[config.mk]
export PLATFORM = sky130hd
export DESIGN_NAME = instr_fetch_flat
export DESIGN_NICKNAME = d
export VERILOG_FILES = /design/src/rtl/instr_fetch_pkg.sv /design/src/rtl/instr_fetch_if.sv /design/src/rtl/instr_fetch_if_id_reg.sv /design/src/rtl/instr_fetch.sv /design/src/flat_wrapper.sv
export SDC_FILE = /design/constraint.sdc
export NUM_CORES = 1
export LEC_CHECK = 0
export CAP_MARGIN = 20
export CELL_PAD_IN_SITES_DETAIL_PLACEMENT = 1
export CELL_PAD_IN_SITES_GLOBAL_PLACEMENT = 1
export CORE_UTILIZATION = 36
export DETAILED_ROUTE_END_ITERATION = 16
export PLACE_DENSITY = 0.89
export REMOVE_ABC_BUFFERS = 1
export SYNTH_ARGS = -nofsm -noshare
export SYNTH_HDL_FRONTEND = slang
export SYNTH_SLANG_ARGS = --single-unit
[constraint.sdc]
create_clock -name clk -period 3.92 [get_ports clk]
set_input_delay 0.98 -clock clk [delete_from_list [all_inputs] [get_ports clk]]
set_output_delay 0.98 -clock clk [all_outputs]
set_load 0.1 [all_outputs]
[src/rtl/instr_fetch_pkg.sv]
// Shared fetch-stage types and constants used by the fetch top, its IF/ID
// register and the fetch bus interface.
package instr_fetch_pkg;

   localparam int          INST_W           = 32;
   localparam logic [31:0] PC_INC           = 32'd4;
   localparam logic [31:0] RESET_PC_DEFAULT = 32'h0000_0000;

   typedef enum logic [1:0] {
      ISSUE = 2'd0,
      WAIT  = 2'd1,
      DROP  = 2'd2
   } fetch_state_e;

   // Word-align a byte address by clearing the two low bits.
   function automatic logic [31:0] align_pc(input logic [31:0] addr);
      return addr & 32'hFFFF_FFFC;
   endfunction

endpackage

[src/rtl/instr_fetch_if.sv]
// Fetch-stage bus: instruction-memory request/response, redirect input and
// the IF/ID handshake towards decode. The fetch stage is the master.
interface instr_fetch_if;
   import instr_fetch_pkg::*;

   logic              imem_req;
   logic [31:0]       imem_addr;
   logic              imem_rvalid;
   logic [INST_W-1:0] imem_rdata;
   logic              redirect_valid;
   logic [31:0]       redirect_pc;
   logic              id_ready;
   logic              inst_valid;
   logic [INST_W-1:0] inst;
   logic [31:0]       inst_pc;
   logic [31:0]       pc_plus4;

   modport master (
      output imem_req, imem_addr, inst_valid, inst, inst_pc, pc_plus4,
      input  imem_rvalid, imem_rdata, redirect_valid, redirect_pc, id_ready
   );

   modport slave (
      input  imem_req, imem_addr, inst_valid, inst, inst_pc, pc_plus4,
      output imem_rvalid, imem_rdata, redirect_valid, redirect_pc, id_ready
   );

endinterface

[src/rtl/instr_fetch_if_id_reg.sv]
// Single-entry IF/ID register: loads a fetched word, holds it while decode
// stalls, drops it when decode takes it or when the fetch path is flushed.
module instr_fetch_if_id_reg
   import instr_fetch_pkg::*;
(
   input  logic              clk,
   input  logic              rst,
   input  logic              flush,
   input  logic              load,
   input  logic [INST_W-1:0] load_inst,
   input  logic [31:0]       load_pc,
   input  logic              id_ready,
   output logic              inst_valid,
   output logic [INST_W-1:0] inst,
   output logic [31:0]       inst_pc,
   output logic [31:0]       pc_plus4
);

   logic              valid_r;
   logic [INST_W-1:0] inst_r;
   logic [31:0]       inst_pc_r;
   logic [31:0]       pc_plus4_r;

   // Entry state: flush wins, then a new load, then consumption by decode.
   always_ff @(posedge clk or negedge rst) begin
      if (!rst) begin
         valid_r    <= 1'b0;
         inst_r     <= {INST_W{1'b0}};
         inst_pc_r  <= 32'h0000_0000;
         pc_plus4_r <= 32'h0000_0000;
      end else begin
         if (flush) begin
            valid_r <= 1'b0;
         end else if (load) begin
            valid_r <= 1'b1;
         end else if (valid_r && id_ready) begin
            valid_r <= 1'b0;
         end else begin
            valid_r <= valid_r;
         end
         // Payload only changes on a load, so it is stable across stalls.
         if (load) begin
            inst_r     <= load_inst;
            inst_pc_r  <= load_pc;
            pc_plus4_r <= load_pc + PC_INC;
         end
      end
   end

   assign inst_valid = valid_r;
   assign inst       = inst_r;
   assign inst_pc    = inst_pc_r;
   assign pc_plus4   = pc_plus4_r;

endmodule

[src/rtl/instr_fetch.sv]
// Instruction fetch stage: owns the PC, issues one word fetch at a time and
// forwards returned words to decode through the IF/ID register. Redirects
// retarget the PC and squash any in-flight wrong-path response.
module instr_fetch
   import instr_fetch_pkg::*;
#(
   parameter logic [31:0] RESET_PC = RESET_PC_DEFAULT
) (
   input  logic          clk,
   input  logic          rst,
   instr_fetch_if.master bus
);

   fetch_state_e state_r;
   logic [31:0]  pc_r;
   logic         free_s;
   logic         req_s;
   logic         load_s;

   // Slot availability, request issue and response capture decisions.
   always_comb begin
      free_s = 1'b0;
      req_s  = 1'b0;
      load_s = 1'b0;
      if (!bus.inst_valid || bus.id_ready) begin
         free_s = 1'b1;
      end else begin
         free_s = 1'b0;
      end
      // Masked by rst so memory never sees a request while reset is held.
      if (rst && (state_r == ISSUE) && !bus.redirect_valid && free_s) begin
         req_s = 1'b1;
      end else begin
         req_s = 1'b0;
      end
      if ((state_r == WAIT) && bus.imem_rvalid && !bus.redirect_valid) begin
         load_s = 1'b1;
      end else begin
         load_s = 1'b0;
      end
   end

   assign bus.imem_req  = req_s;
   assign bus.imem_addr = req_s ? pc_r : 32'h0000_0000;

   // Fetch sequencer: tracks the outstanding request and steers the PC.
   always_ff @(posedge clk or negedge rst) begin
      if (!rst) begin
         state_r <= ISSUE;
         pc_r    <= RESET_PC;
      end else begin
         case (state_r)
            ISSUE: begin
               if (bus.redirect_valid) begin
                  pc_r <= align_pc(bus.redirect_pc);
               end else if (req_s) begin
                  state_r <= WAIT;
               end
            end
            WAIT: begin
               if (bus.redirect_valid) begin
                  pc_r    <= align_pc(bus.redirect_pc);
                  state_r <= bus.imem_rvalid ? ISSUE : DROP;
               end else if (bus.imem_rvalid) begin
                  pc_r    <= pc_r + PC_INC;
                  state_r <= ISSUE;
               end
            end
            DROP: begin
               if (bus.redirect_valid) begin
                  pc_r <= align_pc(bus.redirect_pc);
               end
               if (bus.imem_rvalid) begin
                  state_r <= ISSUE;
               end
            end
            default: begin
               state_r <= ISSUE;
            end
         endcase
      end
   end

   instr_fetch_if_id_reg u_if_id_reg (
      .clk        (clk),
      .rst        (rst),
      .flush      (bus.redirect_valid),
      .load       (load_s),
      .load_inst  (bus.imem_rdata),
      .load_pc    (pc_r),
      .id_ready   (bus.id_ready),
      .inst_valid (bus.inst_valid),
      .inst       (bus.inst),
      .inst_pc    (bus.inst_pc),
      .pc_plus4   (bus.pc_plus4)
   );

endmodule

[src/flat_wrapper.sv]
// flat-port wrapper written by rule: the top's interface ports become plain ports
module instr_fetch_flat import instr_fetch_pkg::*;
#(
   parameter logic [31:0] RESET_PC = RESET_PC_DEFAULT
)
  (clk, rst, bus_imem_req, bus_imem_addr, bus_inst_valid, bus_inst, bus_inst_pc, bus_pc_plus4, bus_imem_rvalid, bus_imem_rdata, bus_redirect_valid, bus_redirect_pc, bus_id_ready);
  instr_fetch_if bus_i ();
  input  logic clk;
  input  logic rst;
  output wire logic [$bits(bus_i.imem_req)-1:0] bus_imem_req;
  output wire logic [$bits(bus_i.imem_addr)-1:0] bus_imem_addr;
  output wire logic [$bits(bus_i.inst_valid)-1:0] bus_inst_valid;
  output wire logic [$bits(bus_i.inst)-1:0] bus_inst;
  output wire logic [$bits(bus_i.inst_pc)-1:0] bus_inst_pc;
  output wire logic [$bits(bus_i.pc_plus4)-1:0] bus_pc_plus4;
  input wire logic [$bits(bus_i.imem_rvalid)-1:0] bus_imem_rvalid;
  input wire logic [$bits(bus_i.imem_rdata)-1:0] bus_imem_rdata;
  input wire logic [$bits(bus_i.redirect_valid)-1:0] bus_redirect_valid;
  input wire logic [$bits(bus_i.redirect_pc)-1:0] bus_redirect_pc;
  input wire logic [$bits(bus_i.id_ready)-1:0] bus_id_ready;
  assign bus_imem_req = bus_i.imem_req;
  assign bus_imem_addr = bus_i.imem_addr;
  assign bus_inst_valid = bus_i.inst_valid;
  assign bus_inst = bus_i.inst;
  assign bus_inst_pc = bus_i.inst_pc;
  assign bus_pc_plus4 = bus_i.pc_plus4;
  assign bus_i.imem_rvalid = bus_imem_rvalid;
  assign bus_i.imem_rdata = bus_imem_rdata;
  assign bus_i.redirect_valid = bus_redirect_valid;
  assign bus_i.redirect_pc = bus_redirect_pc;
  assign bus_i.id_ready = bus_id_ready;
  instr_fetch #(.RESET_PC(RESET_PC)) u_core (.clk(clk), .rst(rst), .bus(bus_i));
endmodule
==> Word level (Yosys, flattened, before mapping) <==
Index checks and enable logic that the tools add are counted.
{ "op_classes": {"add_sub_neg": 1, "n_eq_ne": 6, "mux": 17, "n_reduce_logical": 15} }
{ "op_table": {"columns": ["operator", "count"], "rows": [
  ["$mux W32", 4],
  ["$pmux W32 S2", 1],
  ["$add A32 B3 Y32 const B", 1],
  ["$mux W2", 5],
  ["$logic_and A1 B1 Y1", 6],
  ["$mux W1", 6],
  ["$pmux W2 S3", 1],
  ["$ne A2 B1 Y1 const B", 2],
  ["$ne A3 B3 Y1 const B", 1],
  ["$reduce_and A3 Y1", 1],
  ["$reduce_bool A3 Y1", 1],
  ["$eq A2 B1 Y1 const B", 1],
  ["$eq A2 B2 Y1 const B", 1],
  ["$logic_not A1 Y1", 2],
  ["$logic_not A2 Y1", 1],
  ["$ne A2 B2 Y1 const B", 1],
  ["$reduce_and A2 Y1", 1],
  ["$reduce_bool A2 Y1", 1],
  ["$reduce_or A2 Y1", 1],
  ["$logic_or A1 B1 Y1", 1]
]} }
{ "totals": {"regBits": 131, "out_inout_bits": 130, "wordCells": 45} }

==> Longest topological paths before layout <==
{ "logic_depth": {"depth_word": 8, "depth_mapped": 8} }

==> Modules after synthesis <==
From an unflattened synthesis, not the netlist that was laid out.
{ "unflattened": {"hier_cells": 641, "area_unflattened_um2": 6498.7} }
{ "modules_own_cells": {"columns": ["module", "instances", "cells_per_inst", "area_per_inst_um2"], "rows": [
  ["instr_fetch_if_id_reg", 1, 338, 4132.7],
  ["instr_fetch", 1, 303, 2366.0]
]} }

==> Worst setup path after synthesis <==
Ideal clock, no wire load.
{ "synth_timing": {"kind": "input -> output", "startpoint": "in bus_redirect_valid", "endpoint": "out bus_imem_addr[23]", "t_arrival_ps": 3321, "required_time_ps": 2940, "setup_slack_ps": -381, "path_stages": 5, "path_buffers": 2, "cell_sequence": "clkbuf_1 -> nor2_1 -> and4b_1 -> clkbuf_1 -> and2_1"} }
{ "synth_via": {"elab_chain_cells": 5} }
{ "synth_lines": {"columns": ["element", "line", "source"], "rows": [
  ["start, declared", "flat_wrapper.sv:18", "input wire logic [$bits(bus_i.redirect_valid)-1:0] bus_redirect_valid;"],
  ["$logic_not A1 Y1", "instr_fetch.sv:31", "if (rst && (state_r == ISSUE) && !bus.redirect_valid && free_s) begin"],
  ["$logic_and A1 B1 Y1 (2 in a row)", "instr_fetch.sv:31", null],
  ["$mux W1", "instr_fetch.sv:31", null],
  ["via bus_imem_req", "flat_wrapper.sv:10", "output wire logic [$bits(bus_i.imem_req)-1:0] bus_imem_req;"],
  ["$mux W32", "instr_fetch.sv:44", "assign bus.imem_addr = req_s ? pc_r : 32'h0000_0000;"],
  ["end, declared", "flat_wrapper.sv:11", "output wire logic [$bits(bus_i.imem_addr)-1:0] bus_imem_addr;"]
]} }
The timed path passes the listed nets, and every way through them passes these cells.

==> Worst setup path after layout <==
{ "layout_timing": {"startpoint": "in bus_redirect_valid", "endpoint": "out bus_imem_addr[28]"} }
{ "layout_via": {"elab_chain_cells": 5} }
{ "layout_lines": {"columns": ["element", "line"], "rows": [
  ["$logic_not A1 Y1", "instr_fetch.sv:31"],
  ["$logic_and A1 B1 Y1 (2 in a row)", "instr_fetch.sv:31"],
  ["$mux W1", "instr_fetch.sv:31"],
  ["$mux W32", "instr_fetch.sv:44"]
]} }
Every way passes these cells.

==> run_results.csv <==
group,metric,value,unit
logic_synthesis,synth_top_area_cell,"dfrtp_1",
min_path,min-delay-path-class,"register to register",
clock_network,clk-insertion-delay-late,0.42,ns
setup_path,worst-r2r-cell-count,5,
routing,route.detailed.drc,0,
grt,grt_use_total,24.7,%
setup_path,r2r_setup_slack,1.43,ns
setup_path,regToRegStartpoint,"u_core.pc_r[2]$_DFFE_PN0P_",
routing,drt-total-wl,20.5,mm
logic_synthesis,area_fraction_in_compound_gates_after_synthesis,12.5,%
setup_path,worst_setup_path_start,"bus_redirect_valid",
setup_path,criticalPathCategory,"primary input to output pin",
routing,antenna_violating_nets_post_route,0,
power_and_ir_drop,power.density,832,nW/um2
floorplanning,fp-row-count,47,
floorplanning,die_y,132,um
timing,final.setup.worst_slack,0.496,ns
run,maxCapViolCount,0,
power_and_ir_drop,cellInternalPower,3.53,mW
power_and_ir_drop,seqPwrFrac,26.0,%
clock_network,cts.root.buffer_cell,"clkbuf_16",
routing,drt_iter0_drc,277,
clock_network,cts_max_path_buffers,2,
logic_synthesis,syn-instance-count,691,
logic_synthesis,main_combinational_cell_family_by_area_after_synthesis,"simple AND/OR/NAND/NOR gates",
clock_network,tritoncts.num_buffers,17,
logic_synthesis,fraction_of_registers_with_async_set_or_reset_after_synthesis,100,%
timing,timing.fmax,0.292,GHz
logic_synthesis,synth-edff-count,0,
routing,routed-via-count,5764,
logic_synthesis,synthFlopType,"dfrtp_1",
min_path,worst_hold_path.num_cells,2,
min_path,min_delay_worst_endpoint,"u_core.u_if_id_reg.inst[26]$_DFFE_PN0P_",
logic_synthesis,synthesis.yosys.warnings,0,
clock_network,clock_sinks,125,
floorplanning,core_area,16500,um2
power_and_ir_drop,worst_ir_drop_vdd,0.377,mV
setup_path,crit-reg2reg-capture,"u_core.u_if_id_reg.pc_plus4[28]$_DFFE_PN0P_",
grt,via_count_of_the_first_global_routing_pass,6110,
logic_synthesis,yosysSeqAreaShare,51.7,%
final_layout,post_layout_nonfiller_instances,1093,
setup_path,cp-end-kind,"output pin",
timing,tightest_slew,1.06,ns
timing,finalCritPeriodShare,87.3,%
logic_synthesis,share_of_synthesized_cell_area_in_and_or_nand_and_nor_gates,28.4,%
floorplanning,die_area,17300,um2
timing,skew,0.00829,ns
timing,drv_slew,0,
logic_synthesis,yosys.cell_types.count,54,
power_and_ir_drop,p_switching,3.97,mW
power_and_ir_drop,overall_power_consumption,7.50,mW
logic_synthesis,yosys-top-cells-count,"nand2_1 (233), dfrtp_1 (125), clkbuf_1 (35), o21ai_0 (34), and2_1 (33)",
placed_design,placedCellCount,1061,
placed_design,replace_congestion,0.804,
floorplanning,io_count,199,
final_layout,post_route_cells_drive_above_1_share,10.3,%
timing,setup_total_negative_slack,0,ns
floorplanning,initial_utilization,36.7,%
timing,setup_violations,0,
power_and_ir_drop,power.clock.fraction,20.9,%
logic_synthesis,synth.top_cell.area_share,51.7,%
grt,grt_first_pass_wirelength,33.4,mm
clock_network,clk_transition_reported_paths,0.05,ns
final_layout,final_nets,930,
timing,timing_hold_violations_final,0,
setup_path,crit_path_dat,2.44,ns
min_path,timing.hold.worst.start,"u_core.u_if_id_reg.inst[26]$_DFFE_PN0P_",
final_layout,diodes,0,
clock_network,cts.htree.levels,4,
setup_path,crit_required,2.94,ns
routing,drtPass1Iterations,4,
setup_path,worst-path-max-fanout,18,
timing,finalHoldWorstSlack,0.473,ns
final_layout,area.growth.synth_to_final,49.1,%
power_and_ir_drop,comb_power_share,53.1,%
power_and_ir_drop,netSwitchingFraction,52.9,%
logic_synthesis,share_of_the_synthesized_netlist_area_taken_by_xor_and_xnor_gates,2.03,%
logic_synthesis,synthTopCellsByArea,"dfrtp_1 (52%), nand2_1 (14%), and2_1 (3.4%)",
timing,timing.final.crit_period,3.42,ns
logic_synthesis,synth_fa_ha_area_share,0.207,%
logic_synthesis,synth-seq-cells,125,
floorplanning,floorplan.die.width,132,um
grt,pin_count_of_the_biggest_net_entering_global_routing,65,
logic_synthesis,synth.avg_cell_area,8.75,um2
placed_design,placedInstanceArea,8440,um2
setup_path,timing.critical_path.cells,"clkdlybuf4s50_1, nor2_1, and4b_1, buf_4, and2_1, buf_12",
logic_synthesis,mappedNetlistArea,6050,um2
logic_synthesis,post-synth-top-count-cell,"nand2_1",
setup_path,critical-path-slowest-cell,"clkdlybuf4s50_1",
clock_network,tritoncts,"built",
final_layout,fin_util,54.8,%
setup_path,worst_setup_path_start_kind,"primary input",
timing,setup_repair_after_global_routing_missed_its_margin,"no",
setup_path,critPathMaxStageDelay,0.45,ns
timing,slew_headroom,29.3,%
grt,grt_remaining_overflow,0,
grt,grt_antenna_before_repair,0,
status,status,"finished clean",
placed_design,place_hpwl,14.3,mm
final_layout,fin_area,9020,um2
placed_design,portBuffers,190,
clock_network,number_of_buffers_inserted_to_repair_setup_after_cts,0,
placed_design,post-place-ws,0.485,ns
routing,mean_number_of_vias_per_cell,5.27,
routing,drt-wirelength-per-cell,18.8,um
power_and_ir_drop,leak_pwr,3.98,nW
clock_network,cts-resized-gates,0,
clock_network,cts_hold_fix_bufs,0,
logic_synthesis,post_synth_mux_area_share,0.165,%
==> logic make-up after synthesis <==
group                      after synthesis
AOI/OAI and AO/OA                      114
xor gates and xnor gates                14
adders and majority gates                1
buffers and inverters                   64
DFF                                    125
muxes                                    1
other                                    1
and+or+nand+nor                        371
==> registers in the layout, summed over array words and instances, names as in the netlist <==
register	flops
u_core.u_if_id_reg.inst	32
u_core.u_if_id_reg.pc_plus4	30
u_core.u_if_id_reg.inst_pc	30
u_core.u_if_id_reg.inst_valid	1
u_core.pc_r	30
u_core.state_r	2
==> critical path: cells and delay by family <==
family / cells / cell delay, ns
buf+inv: 3 / 0.89
simple gates: 3 / 0.55
==> power by group through the flow <==
stage,Combinational [mW],Sequential (mW),Clock (mW)
final,3.99,1.95,1.57
after global routing,4.12,2.00,1.65
after CTS,4.01,1.95,1.59
after detailed placement,4.00,1.97,0
after global placement,3.95,1.94,0
after floorplan,0.599,4.26,0
==> placed cells by master, fill, tap and decap left out, types with 5 or more instances in the layout <==
cell type | Yosys | layout
nand4_1 | 8 | 8
a21oi_1 | 11 | 11
or4_1 | 12 | 12
buf_12 | 0 | 32
clkdlybuf4s50_1 | 0 | 158
conb_1 | 1 | 6
buf_4 | 6 | 15
xor2_1 | 5 | 5
nand2_1 | 233 | 233
nor2_1 | 21 | 21
o22ai_1 | 6 | 6
clkbuf_16 | 0 | 17
a22oi_1 | 14 | 14
a2bb2oi_1 | 5 | 5
clkinv_2 | 0 | 5
dfrtp_1 | 125 | 125
xnor2_1 | 9 | 9
o211ai_1 | 15 | 15
nand3_1 | 31 | 31
o21ai_0 | 34 | 34
and2_1 | 33 | 33
nor3_1 | 7 | 7
==> how the worst max path moves through the flow <==
stage                                             endpoint  cells past startpoint
3_3_place_gp                             bus_imem_addr[26]                      6
4_1_cts                                  bus_imem_addr[28]                      6
5_1_grt                                  bus_imem_addr[16]                      6
6_report                                 bus_imem_addr[28]                      6
2_1_floorplan  u_core.u_if_id_reg.pc_plus4[25]$_DFFE_PN0P_                      4
3_5_place_dp                             bus_imem_addr[28]                      6
==> final cells by class <==
cell class,instances,area [um2]
Inverter,3,11.3
Clock inverter,7,85.1
Multi-Input combinational cell,507,2680
Timing Repair Buffer,206,2350
Sequential cell,125,3130
Fill cell,1850,7440
Tap cell,220,275
Clock buffer,25,495
==> routing by layer <==
metal	wire length [um]	GRT usage (%)	up-vias	share of wire, %
met3	1270	6.48	40	6.2
met2	9900	39.9	189	48
met1	8840	31.5	2859	43
li1	-	-	2676	-
met5	0	0	-	0
met4	499	9.69	0	2.4
(Power assumes the default switching activity.)
